### src/rtl/pipe_skid_stage.sv
`default_nettype none
// ============================================================================
// Module   : pipe_skid_stage
// Purpose  : Handshaked multi-lane pipeline register with a two-entry skid
//            buffer, flush, per-beat kill and zeroed bubbles.
// Revision : 1.0 - initial release
// ============================================================================
module pipe_skid_stage #(
    parameter int DATA_W = 16,
    parameter int LANES  = 4,
    parameter int CTRL_W = 12
) (
    input  logic                    clk,
    input  logic                    reset,
    input  logic                    in_valid,
    output logic                    in_ready,
    input  logic [LANES*DATA_W-1:0] in_data,
    input  logic [CTRL_W-1:0]       in_ctrl,
    input  logic                    kill,
    input  logic                    flush,
    output logic                    out_valid,
    input  logic                    out_ready,
    output logic [LANES*DATA_W-1:0] out_data,
    output logic [CTRL_W-1:0]       out_ctrl,
    output logic [1:0]              occupancy
);

    typedef enum logic [1:0] {
        EMPTY = 2'd0,
        ONE   = 2'd1,
        FULL  = 2'd2
    } state_t;

    state_t                  r_state;
    state_t                  w_stateNext;
    logic                    r_inReady;
    logic [LANES*DATA_W-1:0] r_mainData;
    logic [CTRL_W-1:0]       r_mainCtrl;
    logic [LANES*DATA_W-1:0] r_skidData;
    logic [CTRL_W-1:0]       r_skidCtrl;

    logic w_acc;
    logic w_take;
    logic w_loadMainIn;
    logic w_loadMainSkid;
    logic w_loadSkid;

    // A killed beat still handshakes upstream (in_ready is honoured) but is never stored.
    assign w_acc     = in_valid & r_inReady & ~kill;
    assign out_valid = (r_state != EMPTY);
    assign w_take    = out_valid & out_ready;

    always_comb begin
        w_stateNext    = r_state;
        w_loadMainIn   = 1'b0;
        w_loadMainSkid = 1'b0;
        w_loadSkid     = 1'b0;
        if (flush) begin
            w_stateNext = EMPTY;
        end else begin
            case (r_state)
                EMPTY: begin
                    if (w_acc) begin
                        w_stateNext  = ONE;
                        w_loadMainIn = 1'b1;
                    end
                end
                ONE: begin
                    if (w_acc && w_take) begin
                        w_loadMainIn = 1'b1;
                    end else if (w_acc) begin
                        w_stateNext = FULL;
                        w_loadSkid  = 1'b1;
                    end else if (w_take) begin
                        w_stateNext = EMPTY;
                    end
                end
                FULL: begin
                    if (w_take) begin
                        w_stateNext    = ONE;
                        w_loadMainSkid = 1'b1;
                    end
                end
                default: w_stateNext = EMPTY;
            endcase
        end
    end

    always_ff @(posedge clk or negedge reset) begin
        if (!reset) begin
            r_state    <= EMPTY;
            r_inReady  <= 1'b1;
            r_mainData <= '0;
            r_mainCtrl <= '0;
            r_skidData <= '0;
            r_skidCtrl <= '0;
        end else begin
            r_state   <= w_stateNext;
            r_inReady <= (w_stateNext != FULL);
            if (w_loadMainIn) begin
                r_mainData <= in_data;
                r_mainCtrl <= in_ctrl;
            end else if (w_loadMainSkid) begin
                r_mainData <= r_skidData;
                r_mainCtrl <= r_skidCtrl;
            end
            if (w_loadSkid) begin
                r_skidData <= in_data;
                r_skidCtrl <= in_ctrl;
            end
        end
    end

    assign in_ready  = r_inReady;
    assign out_data  = out_valid ? r_mainData : '0;
    assign out_ctrl  = out_valid ? r_mainCtrl : '0;
    assign occupancy = r_state;

    // Encoding 3 has no meaning; the transition logic can never produce it.
    always_ff @(posedge clk) begin
        if (reset) begin
            assert (r_state != 2'd3);
        end
    end

endmodule
`default_nettype wire

### config.mk
export PLATFORM = sky130hd
export DESIGN_NAME = pipe_skid_stage
export DESIGN_NICKNAME = d
export VERILOG_FILES = /design/src/rtl/pipe_skid_stage.sv
export SDC_FILE = /design/constraint.sdc
export NUM_CORES = 1
export LEC_CHECK = 0
export CAP_MARGIN = 20
export CORE_MARGIN = 8
export CORE_UTILIZATION = 50
export CTS_CLUSTER_DIAMETER = 150
export DETAILED_ROUTE_END_ITERATION = 8
export PLACE_DENSITY = 0.82
export SYNTH_ARGS = -nofsm -noshare
export SYNTH_HDL_FRONTEND = slang
export SYNTH_SLANG_ARGS = --single-unit
export TNS_END_PERCENT = 30
### constraint.sdc
create_clock -name clk -period 2.2 [get_ports clk]
set_input_delay 0.44 -clock clk [delete_from_list [all_inputs] [get_ports clk]]
set_output_delay 0.44 -clock clk [all_outputs]
set_load 0.005 [all_outputs]
==> impl_metrics.toml <==
[synthesis]
ys_warn_count = 0
synth_compound_area_share_pct = 0.3871
synth_xor_area_share_pct = 0.1178
ys_seq_area_share_pct = 52.19
synth_top_family_by_area = "multiplexers"
synthesis.area_um2 = 7435
synth_cell_type_count = 22
syn_inst = 507
ys_ff_latch = 155
synth-simple-area-share_pct = 7.641
synth.mux.area_fraction_pct = 36.55
synth_nets = 589
syn_avg_cell_area_um2 = 14.66
synthAdderAreaFrac_pct = 0

[setup_path]
crit_type = "register to output pin"
worstPathArrival_ns = 1.69
worst_setup_path_end_kind = "output pin"
r2r_start = "occupancy[0]"
required_ns = 1.76
r2r_slack_ns = 0.27
cp_max_fo = 14
r2r-end = "r_mainData[31]"
worstSetupStartpointType = "register"
rr_worst_depth = 5

[sta]
slew_headroom_pct = 63.32
timing.final.ws_setup_ns = 0.06687
slew_viol_final = 0
tightest_slew_ns = 0.5501
finalSetupViolCount = 0
hold_viol = 0
min_period_over_period_pct = 96.96
period_needed_ns = 2.133
fmax_mhz = 468.8
fin_skew_ns = 0.01250
rsz0062_at_grt = "true"

[power]
comb_power_share_pct = 19.6
p_per_area_nw_per_um2 = 812.3
power_frac_seq_pct = 45.2
p_switching_w = 0.001868
vdd_drop_max_uv = 621.9
p_sw_share_pct = 22.77
internal_power_w = 0.006336
pwr-share-clk_pct = 35.2
leakage_nw = 4.611

[global_route]
grt_pass1_vias = 5233
grt_pass1_wl_um = 27680
antenna_found_initial = 0
grt_util_all_layers_pct = 19.01
grt_start_max_net_pins = 59
grt_remaining_overflow = 0

[worst_hold_path]
holdPathStages = 1
hold_path.class = "register to register"
worstHoldStart = "r_skidData[21]"
holdPathEnd = "r_skidData[21]"

[routing]
wl_per_cell_um = 19.76
dr.pass1.iters = 4
ant_nets = 0
drt_iter0_drc = 187
vias = 4612
avgViaCountPerCell = 5.253
wirelength_um = 17350
drc = 0

[floorplan]
start_util_pct = 51.15
die_h_um = 137.9
die_w_um = 137.9
design.die.area_um2 = 19030
rows = 44
boundaryPins = 162
core_area_um2 = 14530

[placement]
placed_cells = 844
dp_hpwl_um = 11820
gp_congestion = 0.7579
place_ws_ns = -0.1339
io_buffers = 161

[clocking]
clk_latency_ns = 0.42
clock-sinks = 155
clock_tree.root_cell = "clkbuf_16"
path_clk_slew_ns = 0.06
clock_path_buffers = 2
htree_num_levels = 4
cts_tree = "done"
cts-buffers-inserted = 17

[status]
status = "complete, no violations"

[final_layout]
instances_no_fill = 878
post_route_cells_drive_above_1_share_pct = 43.80
antenna_cells = 0
layout.nets = 764
area_growth_pct = 35.83

[run]
max_cap_viol_count = 0
## cells by family after synthesis
kind of cell	count (synthesis)
xor gates and xnor gates	1
AOI/OAI and AO/OA	4
buffers and inverters	33
and+or+nand+nor	86
muxes	228
DFF	155
## per-stage QoR
stage	hold slack [ns]	cell area (µm²)	setup TNS, ns	power, W	utilization (%)
floorplan	0.1444	7435	0	0.004647	-
global placement	0.4374	9413	-6.826	0.005238	64.76
detailed placement	0.4437	9413	-15.05	0.005362	64.76
CTS	0.5006	9988	-0.04552	0.008237	68.72
global route	0.5130	10100	-0.01588	0.008598	69.48
finish	0.5008	10100	0	0.008203	69.48
## final cells by class
| cell class | count | area [µm²] |
|---|---|---|
| Fill cell | 992 | 4436 |
| Sequential cell | 155 | 3880 |
| Clock buffer | 24 | 501.7 |
| Clock inverter | 7 | 87.58 |
| Tap cell | 184 | 230.2 |
| Timing Repair Buffer | 189 | 2042 |
| Multi-Input combinational cell | 319 | 3357 |
## registers in the layout, summed over array words and instances (netlist names)
name        count
r_mainData     64
r_skidData     64
r_mainCtrl     12
r_skidCtrl     12
occupancy       2
in_ready        1
## cell usage after synthesis
cell type	count	share of area (%)
or2_2	1	0.084
dfstp_2	1	0.35
buf_6	1	0.15
or4_4	1	0.15
nand2_1	1	0.050
a211o_1	1	0.12
clkbuf_1	8	0.40
buf_2	19	1.3
buf_8	1	0.20
and4bb_2	2	0.34
mux2_2	188	28
and2_1	76	6.4
xor2_1	1	0.12
a21oi_1	1	0.067
a211oi_1	1	0.10
nand3b_1	1	0.10
nand2b_1	3	0.25
mux2_4	40	8.1
buf_12	4	1.1
dfrtp_1	154	52
o21a_1	1	0.10
nand3b_4	1	0.27
## worst max-delay path: stages, from the launching register on
cell and delay, ns:
dfrtp_1 0.38, or2_4 0.33, buf_12 0.17, and2_1 0.18, clkdlybuf4s15_1 0.21
## worst max-delay path by stage
stage                  from             end  slack [ns]
3_3_place_gp          flush  r_mainData[43]       -0.07
5_1_grt        occupancy[0]    out_data[58]       -0.01
6_report       occupancy[0]    out_data[34]        0.07
4_1_cts        occupancy[0]    out_data[62]       -0.01
3_5_place_dp      out_ready  r_skidData[61]       -0.13
2_1_floorplan      in_ready  r_skidData[23]        0.27
## power groups by stage
| stage | combinational, W | clock (W) | sequential [W] |
|---|---|---|---|
| 3_3_place_gp | 0.00154 | 0 | 0.00369 |
| 6_report | 0.00161 | 0.00289 | 0.00371 |
| 3_5_place_dp | 0.00162 | 0 | 0.00374 |
| 2_1_floorplan | 0.00101 | 0 | 0.00364 |
| 5_1_grt | 0.00175 | 0.00308 | 0.00377 |
| 4_1_cts | 0.00160 | 0.00294 | 0.00370 |
## repair_timing
item	CTS	global route
endpoints found under the hold margin	15	0
setup endpoints to repair	77	76
buffers inserted	0	0
hold buffers	1	0
pin swaps	1	0
gates resized for setup	84	88
gates cloned	2	0
## routing by layer
layer / vias up / GRT usage, % / share of wire (%) / routed length, µm
li1: 2125 / - / - / -
met3: 13 / 6.268 / 8.0 / 1389
met5: - / 0 / 0 / 0
met1: 2334 / 23.97 / 44 / 7577
met2: 140 / 30.58 / 47 / 8232
met4: 0 / 5.493 / 0.85 / 147
## placed cells by master (no fill, tap or decap)
cell type | Yosys | routed
clkinv_2 | 0 | 4
and4bb_4 | 0 | 1
clkbuf_16 | 0 | 17
buf_6 | 1 | 1
nand2_1 | 1 | 1
clkinvlp_4 | 0 | 1
nand3b_4 | 1 | 1
dfrtp_1 | 154 | 154
clkbuf_2 | 0 | 2
mux2_2 | 188 | 188
nand2b_1 | 3 | 3
a211o_1 | 1 | 1
or2_4 | 0 | 1
clkdlybuf4s50_1 | 0 | 83
a21oi_1 | 1 | 1
dfstp_2 | 1 | 1
and4bb_2 | 2 | 1
clkdlybuf4s15_1 | 0 | 74
buf_4 | 0 | 10
dlygate4sd2_1 | 0 | 1
buf_16 | 0 | 2
buf_12 | 4 | 15
and2_4 | 0 | 11
o21a_1 | 1 | 1
or4_4 | 1 | 1
clkbuf_8 | 0 | 5
nand3b_1 | 1 | 1
dlygate4sd3_1 | 0 | 1
a211oi_1 | 1 | 1
bufinv_16 | 0 | 2
mux2_4 | 40 | 40
xor2_1 | 1 | 1
clkbuf_1 | 8 | 2
and2_1 | 76 | 65
(Power assumes the default switching activity.)
